### config.mk
export PLATFORM = sky130hd
export DESIGN_NAME = multicycle_ctrl
export DESIGN_NICKNAME = d
export VERILOG_FILES = /design/src/rtl/multicycle_ctrl.sv
export SDC_FILE = /design/constraint.sdc
export NUM_CORES = 1
export LEC_CHECK = 0
export CAP_MARGIN = 15
export CORE_ASPECT_RATIO = 0.7
export CORE_MARGIN = 2
export CORE_UTILIZATION = 30
export CTS_BUF_LIST = sky130_fd_sc_hd__clkbuf_4
export CTS_CLUSTER_DIAMETER = 120
export DETAILED_ROUTE_END_ITERATION = 12
export MAX_ROUTING_LAYER = met4
export PLACE_DENSITY = 0.72
export SYNTH_ARGS = -nofsm -noshare
export SYNTH_HDL_FRONTEND = slang
export SYNTH_SLANG_ARGS = --single-unit
### constraint.sdc
create_clock -name clk -period 1.4 [get_ports clk]
set_input_delay 0.28 -clock clk [delete_from_list [all_inputs] [get_ports clk]]
set_output_delay 0.28 -clock clk [all_outputs]
set_load 0.005 [all_outputs]
### src/rtl/multicycle_ctrl.sv
// Moore control FSM for the multicycle MIPS datapath: sequences fetch, decode,
// execute, memory and write-back, flags illegal encodings and counts retirements.
module multicycle_ctrl #(
   parameter int CNT_W = 16
) (
   input  logic             clk,
   input  logic             rst_n,
   input  logic             run,
   input  logic [5:0]       opcode,
   input  logic [5:0]       funct,
   input  logic             mem_ready,
   output logic             mem_req,
   output logic             mem_we,
   output logic             i_or_d,
   output logic             ir_write,
   output logic             pc_write,
   output logic             pc_write_cond,
   output logic [1:0]       pc_src,
   output logic             alu_src_a,
   output logic [1:0]       alu_src_b,
   output logic [1:0]       alu_op,
   output logic             reg_write,
   output logic             reg_dst,
   output logic             mem_to_reg,
   output logic             illegal,
   output logic             retire,
   output logic [CNT_W-1:0] instr_count,
   output logic [3:0]       state_o
);

   typedef enum logic [3:0] {
      IDLE    = 4'd0,
      FETCH   = 4'd1,
      DECODE  = 4'd2,
      EXEC_R  = 4'd3,
      WB_R    = 4'd4,
      ADDR    = 4'd5,
      MEM_RD  = 4'd6,
      WB_LW   = 4'd7,
      MEM_WR  = 4'd8,
      BRANCH  = 4'd9,
      JUMP    = 4'd10,
      ILLEGAL = 4'd11
   } state_t;

   localparam logic [5:0] OP_RTYPE = 6'h00;
   localparam logic [5:0] OP_LW    = 6'h23;
   localparam logic [5:0] OP_SW    = 6'h2B;
   localparam logic [5:0] OP_BEQ   = 6'h04;
   localparam logic [5:0] OP_J     = 6'h02;

   state_t state, next_state;
   logic   funct_ok;

   always_ff @(posedge clk or negedge rst_n) begin
      if (!rst_n) begin
         state       <= IDLE;
         instr_count <= '0;
      end else begin
         state <= next_state;
         if (retire)
            instr_count <= instr_count + CNT_W'(1);
      end
   end

   always_comb begin
      funct_ok = 1'b0;
      case (funct)
         6'h20, 6'h22, 6'h24, 6'h25, 6'h2A: funct_ok = 1'b1;
         default:                           funct_ok = 1'b0;
      endcase
   end

   // Outputs depend only on state, except the FETCH/MEM_WR strobes that must
   // wait for the memory handshake to complete.
   always_comb begin
      next_state    = IDLE;
      mem_req       = 1'b0;
      mem_we        = 1'b0;
      i_or_d        = 1'b0;
      ir_write      = 1'b0;
      pc_write      = 1'b0;
      pc_write_cond = 1'b0;
      pc_src        = 2'd0;
      alu_src_a     = 1'b0;
      alu_src_b     = 2'd0;
      alu_op        = 2'd0;
      reg_write     = 1'b0;
      reg_dst       = 1'b0;
      mem_to_reg    = 1'b0;
      illegal       = 1'b0;
      retire        = 1'b0;
      case (state)
         IDLE: next_state = run ? FETCH : IDLE;
         FETCH: begin
            mem_req    = 1'b1;
            ir_write   = mem_ready;
            pc_write   = mem_ready;
            alu_src_b  = 2'd1;
            next_state = mem_ready ? DECODE : FETCH;
         end
         DECODE: begin
            alu_src_b = 2'd3;
            if (opcode == OP_RTYPE && funct_ok)
               next_state = EXEC_R;
            else if (opcode == OP_LW || opcode == OP_SW)
               next_state = ADDR;
            else if (opcode == OP_BEQ)
               next_state = BRANCH;
            else if (opcode == OP_J)
               next_state = JUMP;
            else
               next_state = ILLEGAL;
         end
         EXEC_R: begin
            alu_src_a  = 1'b1;
            alu_op     = 2'd2;
            next_state = WB_R;
         end
         WB_R: begin
            reg_write = 1'b1;
            reg_dst   = 1'b1;
            retire    = 1'b1;
         end
         ADDR: begin
            alu_src_a  = 1'b1;
            alu_src_b  = 2'd2;
            next_state = (opcode == OP_LW) ? MEM_RD : MEM_WR;
         end
         MEM_RD: begin
            mem_req    = 1'b1;
            i_or_d     = 1'b1;
            next_state = mem_ready ? WB_LW : MEM_RD;
         end
         WB_LW: begin
            reg_write  = 1'b1;
            mem_to_reg = 1'b1;
            retire     = 1'b1;
         end
         MEM_WR: begin
            mem_req    = 1'b1;
            mem_we     = 1'b1;
            i_or_d     = 1'b1;
            retire     = mem_ready;
            next_state = mem_ready ? IDLE : MEM_WR;
         end
         BRANCH: begin
            alu_src_a     = 1'b1;
            alu_op        = 2'd1;
            pc_write_cond = 1'b1;
            pc_src        = 2'd1;
            retire        = 1'b1;
         end
         JUMP: begin
            pc_write = 1'b1;
            pc_src   = 2'd2;
            retire   = 1'b1;
         end
         ILLEGAL: illegal = 1'b1;
         default: next_state = IDLE;
      endcase
   end

   assign state_o = state;

endmodule

# Word-level counts from Yosys, hierarchy flattened
# Cells that the tools add are included.
[word_totals]
regBits = 20
latch_bits = 0
mem_bits_rw = 0
romBits = 0
inputBits = 16
wordCells = 59
mem_count = 0
[classes]
add_sub_neg = 1
n_mul = 0
n_div = 0
magnitude_cmp = 0
n_eq_ne = 20
shift = 0
muxes = 26
bitwise = 0
n_reduce_logical = 10
[ops]
columns = ["operator", "count"]
rows = [
  ["== test 6 bit, second input constant", 7],
  ["case mux 4 bit (7 select lines)", 1],
  ["adder 16 x 1 -> 16 bit, second input constant", 1],
  ["== test 4 x 3 -> 1 bit, second input constant", 4],
  ["== test 4 bit, second input constant", 4],
  ["two-way mux 4 bit", 4],
  ["two-way mux 1 bit", 14],
  ["== test 4 x 2 -> 1 bit, second input constant", 2],
  ["case mux 2 bit (2 select lines)", 2],
  ["== test 6 x 2 -> 1 bit, second input constant", 1],
  ["== test 6 x 3 -> 1 bit, second input constant", 1],
  ["logical NOT 6 bit", 1],
  ["case mux 2 bit (3 select lines)", 1],
  ["OR reduction 3 bit", 2],
  ["OR reduction 5 bit", 1],
  ["== test 4 x 1 -> 1 bit, second input constant", 1],
  ["logical NOT 4 bit", 1],
  ["two-way mux 2 bit", 2],
  ["case mux 1 bit (2 select lines)", 2],
  ["OR reduction 2 bit", 2],
  ["OR reduction 4 bit", 1],
  ["logical AND 1 bit", 1],
  ["logical OR 1 bit", 1],
]

# Longest topological paths before layout
# Gate-level depths: netlist of the first run.
[depth]
word_depth = 6
mapped_depth = 8

# Worst setup path before layout of the first run
# OpenSTA, ideal clock, no wires.
[synth_path]
kind = "register -> register"
from = "register state[3], in the netlist state_o[3]"
to = "register instr_count[4]"
setup_time_ns = 0.124
t_arrival_ns = 1.450
required_ns = 1.276
slack_ns = -0.174
stages_incl_launch_ff = 8
n_path_buf = 1
synth_period_minus_slack_ns = 1.574
path_cell_list = "dfrtp_1 -> buf_6 -> nand2b_2 -> mux2i_4 -> mux2i_4 -> inv_2 -> nand4_1 -> xnor2_1"
[synth_via]
elab_chain_len = 3
elab_cells_between_ends = 7
cone_classes = "eq/ne (5); mux (1); reduce/logical (1)"
[synth_lines]
columns = ["element", "line_no", "rtl"]
rows = [
  ["start: declaration", "52", "state_t state, next_state;"],
  ["start signal: assignment", "60", "state <= next_state;"],
  ["== test 4 bit / == test 4 x 3 -> 1 bit (equally long branches)", "93", "case (state)"],
  ["OR reduction 4 bit (no source line)", "n/a", ""],
  ["case mux 1 bit (2 select lines) (*)", "93", ""],
  ["via retire", "26", "output logic retire,"],
  ["end signal: assignment", "62", "instr_count <= instr_count + CNT_W'(1);"],
  ["end: declaration", "27", "output logic [CNT_W-1:0] instr_count,"],
]
# The timed path passes the listed nets; every way through them passes the cells marked *.
# A chain may end at the register's enable or synchronous reset.

# Final worst setup path of the first run
[layout_path]
from = "register state[3], in the netlist state_o[3]"
to = "output port retire"
[layout_via]
elab_chain_len = 3
elab_cells_between_ends = 7
cone_classes = "eq/ne (5); mux (1); reduce/logical (1)"
[layout_lines]
columns = ["element", "line_no"]
rows = [
  ["== test 4 bit / == test 4 x 3 -> 1 bit (equally long branches)", "93"],
  ["OR reduction 4 bit (no source line)", "n/a"],
  ["case mux 1 bit (2 select lines) (*)", "93"],
  ["end: declaration", "26"],
]
# Every way passes the cells marked *; elsewhere a longest branch is shown, timed or not.

==> impl_metrics.json, run 1 <==
{
  "final_common_cell": "buf_4",
  "layout_common_cells": "buf_4 (47), buf_6 (44), dfrtp_1 (17)",
  "wl_um": 4540,
  "crit_arrival_ps": 1550,
  "crit_type": "reg2out",
  "wl_per_cell_um": 13.6,
  "yosysWarnings": 0,
  "finalCritPeriodShare_pct": 131,
  "worst_pin_slew_ps": 366,
  "final_hold_viol_count": 0,
  "seq_area_frac_synth_pct": 37.5,
  "overflow": 0,
  "synth_edf_count": 0,
  "crit_required_ps": 1120,
  "place_congestion": 0.781,
  "grt_pass1_wl_um": 7250,
  "n_fill_cell": 333,
  "synth_area_leaders": "dfrtp_1 (37%), nor2_1 (5.3%), xnor2_1 (5.2%)",
  "diodes": 0,
  "cts.reportedPaths.clkPinSlew_ps": 120,
  "finalPower_mw": 4.84,
  "fin_skew_ps": 13.2,
  "netSwitchingPower_mw": 1.86,
  "core_mm2": 0.00430,
  "critPathLaunchType": "register",
  "fmax_ghz": 0.547,
  "synth_top_area_share_pct": 37.5,
  "setup_viol": 38,
  "synth.largest_area_cell": "dfrtp_1",
  "maxCapViolations": 0,
  "p_leak_nw": 1.45,
  "async_reset_ff_share_pct": 100,
  "ys.flop_type": "dfrtp_1",
  "dieArea_mm2": 0.00501,
  "grt_max_degree": 21,
  "synthToLayoutAreaGrowth_pct": 120,
  "utilization_pct": 68.3,
  "pwr_density_cell_mw_per_mm2": 1650,
  "netlist_area_mm2": 0.00134,
  "cts-htree-levels": 1,
  "cts_max_path_buffers": 2,
  "vias": 1565,
  "cts_made_buffers": 3,
  "min_period_ps": 1830,
  "violations": "negative setup slack",
  "power_frac_seq_pct": 17.9,
  "dr.pass1.iters": 4,
  "rsz0062_at_grt": "true",
  "cts_tree": "built",
  "clock_insertion_delay_worst_skew_ps": 310,
  "nNetsFinal": 298,
  "slew_headroom_pct": 75.0,
  "cts.sinks": 20,
  "gr-usage-all-layers_pct": 18.6,
  "synth_seq_cells": 20,
  "ys_types": 42,
  "avgSynthCellArea_um2": 9.22,
  "drv_slew": 0,
  "outcome": "finished, violations left",
  "drive_gt1_share_pct": 60.7,
  "share_comb_of_total_power_pct": 76.3,
  "rrSetupSlack_ps": -410,
  "syn_inst": 145,
  "swShare_pct": 38.4,
  "drtIter0Drc": 40,
  "chipWidth_um": 83.8,
  "drc": 0,
  "min_path_type": "in2async",
  "peakVddDrop_uv": 1210,
  "rows": 20,
  "synth.net_count": 162,
  "internal-power_mw": 2.98,
  "pwr-share-clk_pct": 5.8,
  "fp.dieH_um": 59.8,
  "routed_via_density": 4.67,
  "grt_pass1_vias": 1570,
  "numPortBuffers": 53,
  "path_max_fanout": 5,
  "io_pins": 54,
  "antenna_found_initial": 0,
  "postLayoutSetupSlackWorst_ps": -429,
  "start_util_pct": 31.0,
  "endpoint_kind": "output pin",
  "clock-root-buffer": "clkbuf_4",
  "dp_hpwl_um": 2830,
  "antenna_left": 0
}
==> timing repair <==
| item | CTS | global route |
|---|---|---|
| buffers inserted | 44 | 12 |
| resized for setup | 156 | 58 |
| hold buffers | 0 | 0 |
| endpoints found under the setup margin | 54 | 47 |
| pin swaps | 20 | 20 |
==> final cells by class <==
cell class / count / area (µm²) / share of cell area, %
clock inverter: 1 / 3.75 / 0.128
multi-input combinational: 113 / 1080 / 36.7
sequential: 20 / 504 / 17.2
tap: 55 / 68.8 / 2.34
inverter: 4 / 15.0 / 0.511
timing repair buffer: 139 / 1240 / 42.4
clock buffer: 3 / 22.5 / 0.767
==> cells in the mapped netlist, types with 2 or more instances <==
cell and instances:
nor3_2 2, a22oi_2 2, or3_1 2, nor3_1 7
or2_1 2, mux2i_1 2, a21oi_1 6, mux2i_4 2
nand2b_1 5, dfrtp_1 20, nor2b_1 4, nand2_1 13
nor2_1 19, nand4b_1 2, buf_4 2, nand4_1 5
nand3_1 4, clkbuf_1 2, xor2_1 8, inv_1 3
nor3b_2 3, xnor2_1 8, buf_2 3
==> worst max-delay path, stage by stage (launching register included) <==
cell      delay, ps
dfrtp_2         460
nand2b_4        180
buf_6           140
o22ai_4         180
mux2i_4         100
inv_2            70
buf_2           110
==> cell families after synthesis <==
| logic type | share of synthesized area (%) |
|---|---|
| flip-flops | 37.5 |
| XOR/XNOR | 10.5 |
| multiplexers | 4.87 |
| AND/OR/NAND/NOR | 30.2 |
| buffers and inverters | 4.77 |
| AO/OA/AOI/OAI | 11.3 |
| adder cells (fa/ha/maj) | 0.936 |
==> metrics by stage <==
stage / area (µm²) / setup TNS [ps] / cells / hold WS, ps / worst slack (ps)
final: 2940 / -10650 / 335 / 296 / -429
after global routing: 2940 / -13410 / 335 / 318 / -509
after CTS: 2700 / -9920 / 328 / 299 / -418
after detailed placement: 2210 / -12940 / 282 / 467 / -571
after global placement: 2210 / -12500 / 282 / 457 / -579
after floorplan: 1390 / -703 / 145 / -15.6 / -119
==> sequential cells by signal, summed over array words and instances (netlist names) <==
register / count
state_o: 4
instr_count: 16
==> per-layer routing <==
metal	GRT usage [%]	vias to the layer above	share of wire, %
li1	-	782	-
met1	24.4	746	45
met2	31.4	33	50
met3	4.01	4	3.9
met4	1.38	0	0.92
met5	-	-	0
==> power by group through the flow <==
stage | clock network [mW] | logic (mW) | registers [mW]
2_1_floorplan | 0 | 1.06 | 0.879
3_3_place_gp | 0 | 2.23 | 0.863
3_5_place_dp | 0 | 2.25 | 0.872
4_1_cts | 0.294 | 3.09 | 0.841
5_1_grt | 0.316 | 3.93 | 0.885
6_report | 0.282 | 3.69 | 0.865
==> worst paths after layout <==
check,cells after the start,startpoint,end
worst max-delay path,6,state_o[3],retire
worst min-delay path,2,rst_n,instr_count[4]
worst max register to register,9,state_o[2],instr_count[13]
worst min register to register,2,instr_count[15],instr_count[15]
max in group asynchronous,2,rst_n,state_o[2]
min in group clk,4,opcode[3],state_o[1]
No activity file was read; power rests on OpenSTA's default activity.
==> inputs of run 2 (changes only) <==
--- a/config.mk
+++ b/config.mk
@@ -12,6 +12,7 @@
 export CTS_BUF_LIST = sky130_fd_sc_hd__clkbuf_4
 export CTS_CLUSTER_DIAMETER = 120
 export DETAILED_ROUTE_END_ITERATION = 12
+export GPL_TIMING_DRIVEN = 0
 export MAX_ROUTING_LAYER = met4
 export PLACE_DENSITY = 0.72
 export SYNTH_ARGS = -nofsm -noshare
==> impl_metrics.json, run 2 (same netlist as run 1, synthesis figures left out) <==
{
  "clock-root-buffer": "clkbuf_4",
  "critical_path.most_common_cell": "a21oi_2",
  "cts_max_path_buffers": 2,
  "crit_path_cell_trace": "buf_6 > nand2b_4 > buf_4 > a21oi_2 > a21oi_2 > nor2b_1 > buf_2",
  "synthToLayoutAreaGrowth_pct": 111,
  "rrSetupSlack_ps": -490,
  "dieArea_mm2": 0.00501,
  "postLayoutSetupSlackWorst_ps": -514,
  "cp_slowest_cell": "dfrtp_1",
  "wl_um": 5720,
  "peakVddDrop_uv": 950,
  "cts_made_buffers": 3,
  "n_fill_cell": 328,
  "reg2reg_to": "instr_count[13]",
  "drtIter0Drc": 124,
  "cts_tree": "built",
  "final_hold_viol_count": 0,
  "finalCritPeriodShare_pct": 137,
  "wl_per_cell_um": 17.6,
  "pwr_density_cell_mw_per_mm2": 1700,
  "crit_type": "reg2out",
  "place_inst": 253,
  "fin_skew_ps": 9.61,
  "layout_common_cells": "buf_4 (47), buf_6 (25), dlygate4sd2_1 (19)",
  "final_cells": 324,
  "min_path_type": "in2async",
  "crit_arrival_ps": 1630,
  "dr.pass1.iters": 5,
  "outcome": "finished, violations left",
  "p_leak_nw": 1.36,
  "finalPower_mw": 4.79,
  "grt_pass1_vias": 1679,
  "crit_required_ps": 1120,
  "fin_hold_ws_ps": 464,
  "critPathLaunchType": "register",
  "io_pins": 54,
  "path_buf_inv": 3,
  "chipWidth_um": 83.8,
  "nNetsFinal": 287,
  "rsz0062_at_grt": "true",
  "vias": 1672,
  "numPortBuffers": 53,
  "dp_hpwl_um": 2470,
  "path_max_fanout": 6,
  "cts-htree-levels": 1,
  "min_period_ps": 1910,
  "grt_pass1_wl_um": 8040,
  "cts.sinks": 20,
  "r2r_cells": 9,
  "grt_max_degree": 21,
  "crit_family": "buffers and inverters",
  "diodes": 0,
  "multi_input_area_mm2": 0.00108,
  "fmax_ghz": 0.523,
  "rows": 20,
  "maxCapViolations": 0,
  "r2r-start": "state_o[3]",
  "register_area_um2": 507,
  "fp.dieH_um": 59.8,
  "drive_gt1_share_pct": 59.5,
  "setup_viol": 38,
  "core_mm2": 0.00430,
  "antenna_found_initial": 0,
  "overflow": 0,
  "slew_headroom_pct": 39.6,
  "worst_pin_slew_ps": 903,
  "drc": 0,
  "largest_register": "instr_count",
  "largest_reg_flops": 16,
  "violations": "negative setup slack",
  "final_common_cell": "buf_4",
  "gr-usage-all-layers_pct": 21.0,
  "start_util_pct": 31.0,
  "clock_insertion_delay_worst_skew_ps": 310,
  "antenna_left": 0,
  "slowest_delay_ps": 410,
  "cts.reportedPaths.clkPinSlew_ps": 120,
  "drv_slew": 0,
  "routed_via_density": 5.16,
  "place_congestion": 0.765,
  "ctsHoldBuffers": 0,
  "endpoint_kind": "output pin"
}
## run 2: timing repair
action,in CTS,in global routing
pin swaps,26,17
resized for setup,171,32
cloned,1,0
endpoints found under the setup margin,57,42
buffers inserted,61,12
## run 2: cell type report
| cell class | instances | share of cell area (%) |
|---|---|---|
| plain buffers | 7 | 4.08 |
| multi-input cells | 114 | 38.2 |
| clock inverters | 1 | 0.133 |
| clock buffers | 3 | 0.798 |
| well taps | 55 | 2.44 |
| flip-flops and latches | 20 | 18.0 |
| inverters | 4 | 0.532 |
| repair buffers | 120 | 35.8 |
## run 2: where the power goes
part	switching (mW)	total [mW]	leakage, nW	internal (mW)
logic	1.65	3.64	1.09	1.99
registers	0.135	0.853	0.253	0.718
clock network	0.187	0.291	0.0154	0.104
total	1.97	4.79	1.36	2.82
## run 2: worst reg2reg max path, cell delays in order, from the launching register on
cell	delay, ps
dfrtp_1	410
buf_6	140
nand2b_4	160
buf_6	130
o22ai_4	190
buf_4	160
a22oi_2	70
buf_4	180
nor3b_4	210
xor2_1	170
## run 2: how the worst max path moves through the flow
stage	start	endpoint	slack (ps)	cells after the start
final	state_o[3]	alu_src_a	-510	7
after global routing	state_o[3]	alu_src_a	-640	7
after CTS	state_o[3]	retire	-450	7
after detailed placement	mem_ready	retire	-770	6
after global placement	mem_ready	retire	-780	6
after floorplan	state_o[2]	instr_count[4]	-120	7
## run 2: per-layer routing
layer	share of wire (%)	track usage, %	wire length (µm)
met1	42	25.3	2370
met2	50	35.3	2860
met3	5.5	4.83	312
met4	3.0	7.14	174
met5	0	-	0
## run 2: through the flow
stage	setup slack [ps]	utilization [%]	instance area, µm²	setup TNS (ps)
after floorplan	-119	-	1390	-703
after global placement	-778	46.3	1990	-16140
after detailed placement	-772	46.3	1990	-17050
after CTS	-450	61.6	2650	-9300
after global routing	-640	65.6	2820	-13790
final	-514	65.6	2820	-11830
==> inputs of run 3 (changes only) <==
--- a/config.mk
+++ b/config.mk
@@ -6,7 +6,6 @@
 export NUM_CORES = 1
 export LEC_CHECK = 0
 export CAP_MARGIN = 15
-export CORE_ASPECT_RATIO = 0.7
 export CORE_MARGIN = 2
 export CORE_UTILIZATION = 30
 export CTS_BUF_LIST = sky130_fd_sc_hd__clkbuf_4
==> impl_metrics.json, run 3 (same netlist as run 1, synthesis figures left out) <==
{
  "largest_register": "instr_count",
  "nNetsFinal": 281,
  "fin_skew_ps": 2.68,
  "place_congestion": 0.774,
  "dp_hpwl_um": 2460,
  "finalCritPeriodShare_pct": 140,
  "diodes": 0,
  "crit_family": "buffers and inverters",
  "cts_tree": "built",
  "p_leak_nw": 1.33,
  "rsz0062_at_grt": "true",
  "wl_um": 5160,
  "endpoint_kind": "output pin",
  "fmax_ghz": 0.509,
  "crit_type": "reg2out",
  "rows": 24,
  "cts_max_path_buffers": 2,
  "drtIter0Drc": 70,
  "drive_gt1_share_pct": 56.3,
  "clock-root-buffer": "clkbuf_4",
  "min_path_type": "in2reg",
  "n_fill_cell": 335,
  "crit_arrival_ps": 1680,
  "worst_pin_slew_ps": 937,
  "slew_headroom_pct": 37.3,
  "chipWidth_um": 70.7,
  "overflow": 0,
  "synthToLayoutAreaGrowth_pct": 107,
  "min_period_ps": 1960,
  "gr-usage-all-layers_pct": 19.7,
  "path_max_fanout": 4,
  "drc": 0,
  "cts.sinks": 20,
  "cts-htree-levels": 1,
  "fin_hold_ws_ps": 464,
  "fp.dieH_um": 70.7,
  "final_common_cell": "buf_4",
  "cp_slowest_cell": "dfrtp_1",
  "final_hold_viol_count": 0,
  "routed_via_density": 5.14,
  "maxCapViolations": 0,
  "critical_path.most_common_cell": "buf_6",
  "postLayoutSetupSlackWorst_ps": -564,
  "critPathLaunchType": "register",
  "dr.pass1.iters": 4,
  "finalPower_mw": 4.74,
  "crit_path_cell_trace": "buf_6 > nand2b_4 > buf_6 > o22ai_4 > mux2i_4 > inv_2 > buf_6",
  "violations": "negative setup slack",
  "clock_insertion_delay_worst_skew_ps": 310,
  "grt_max_degree": 21,
  "pwr_density_cell_mw_per_mm2": 1710,
  "grt_pass1_vias": 1599,
  "cts_made_buffers": 3,
  "grt_pass1_wl_um": 7670,
  "drv_slew": 0,
  "peakVddDrop_uv": 768,
  "antenna_found_initial": 0,
  "utilization_pct": 64.0,
  "start_util_pct": 30.9,
  "vias": 1620,
  "dieArea_mm2": 0.00500,
  "setup_viol": 37,
  "core_mm2": 0.00432,
  "io_pins": 54,
  "crit_required_ps": 1120,
  "largest_reg_flops": 16,
  "pre_cts_ws_ps": -789,
  "slowest_delay_ps": 420,
  "outcome": "finished, violations left",
  "wl_per_cell_um": 16.4,
  "antenna_left": 0,
  "layout_common_cells": "buf_4 (39), buf_6 (30), dlygate4sd2_1 (19)",
  "rrSetupSlack_ps": -460,
  "path_buf_inv": 4,
  "numPortBuffers": 53,
  "cts.reportedPaths.clkPinSlew_ps": 120
}
[run 3: metrics by stage]
stage               area (µm²)  instances  TNS (ps)
global placement          1990        250    -15680
floorplan                 1390        145      -703
global route              2770        315    -16010
CTS                       2590        306     -9950
detailed placement        1990        250    -16730
finish                    2770        315    -13420
[run 3: layout make-up]
class / instances / area, µm² / share of cell area [%]
tap: 52 / 65.1 / 2.35
buffer: 7 / 98.8 / 3.57
clock inverter: 1 / 3.75 / 0.136
multi-input combinational: 113 / 1040 / 37.7
sequential: 20 / 507 / 18.3
timing repair buffer: 115 / 1010 / 36.6
inverter: 4 / 15.0 / 0.542
clock buffer: 3 / 22.5 / 0.814
[run 3: timing repair]
item / in CTS / in global routing
hold buffers: 0 / 0
setup endpoints to repair: 57 / 40
resized for setup: 163 / 32
setup buffers: 54 / 13
pin swaps: 27 / 16
[run 3: worst paths after layout]
path                                 startpoint               to  depth (start not counted)
max in group asynchronous                 rst_n   instr_count[0]                          1
worst max register to register       state_o[3]   instr_count[4]                         10
worst min-delay path                  opcode[3]       state_o[2]                          4
min in group asynchronous                 rst_n  instr_count[14]                          1
worst min register to register  instr_count[15]  instr_count[15]                          2
worst max-delay path                 state_o[3]           retire                          7
[run 3: routing by layer]
| metal | GRT usage, % | routed length, µm | share of wire (%) |
|---|---|---|---|
| met5 | - | 0 | 0 |
| met4 | 7.13 | 89 | 1.7 |
| met3 | 2.28 | 186 | 3.6 |
| met2 | 33.9 | 2700 | 52 |
| met1 | 23.7 | 2190 | 42 |
[run 3: where the power goes]
group	total, mW	switching [mW]	internal, mW
Combinational	3.56	1.57	1.98
Sequential	0.875	0.157	0.718
Clock	0.304	0.200	0.104
Total	4.74	1.93	2.81
[run 3: worst reg2reg max path, stage by stage (launching register included)]
cell      delay (ps)
dfrtp_1          420
buf_6            140
nand2b_4         150
buf_6            130
o22ai_4          220
mux2i_4          120
inv_2             90
buf_4            110
buf_6            100
nand4_1          100
xnor2_1          200
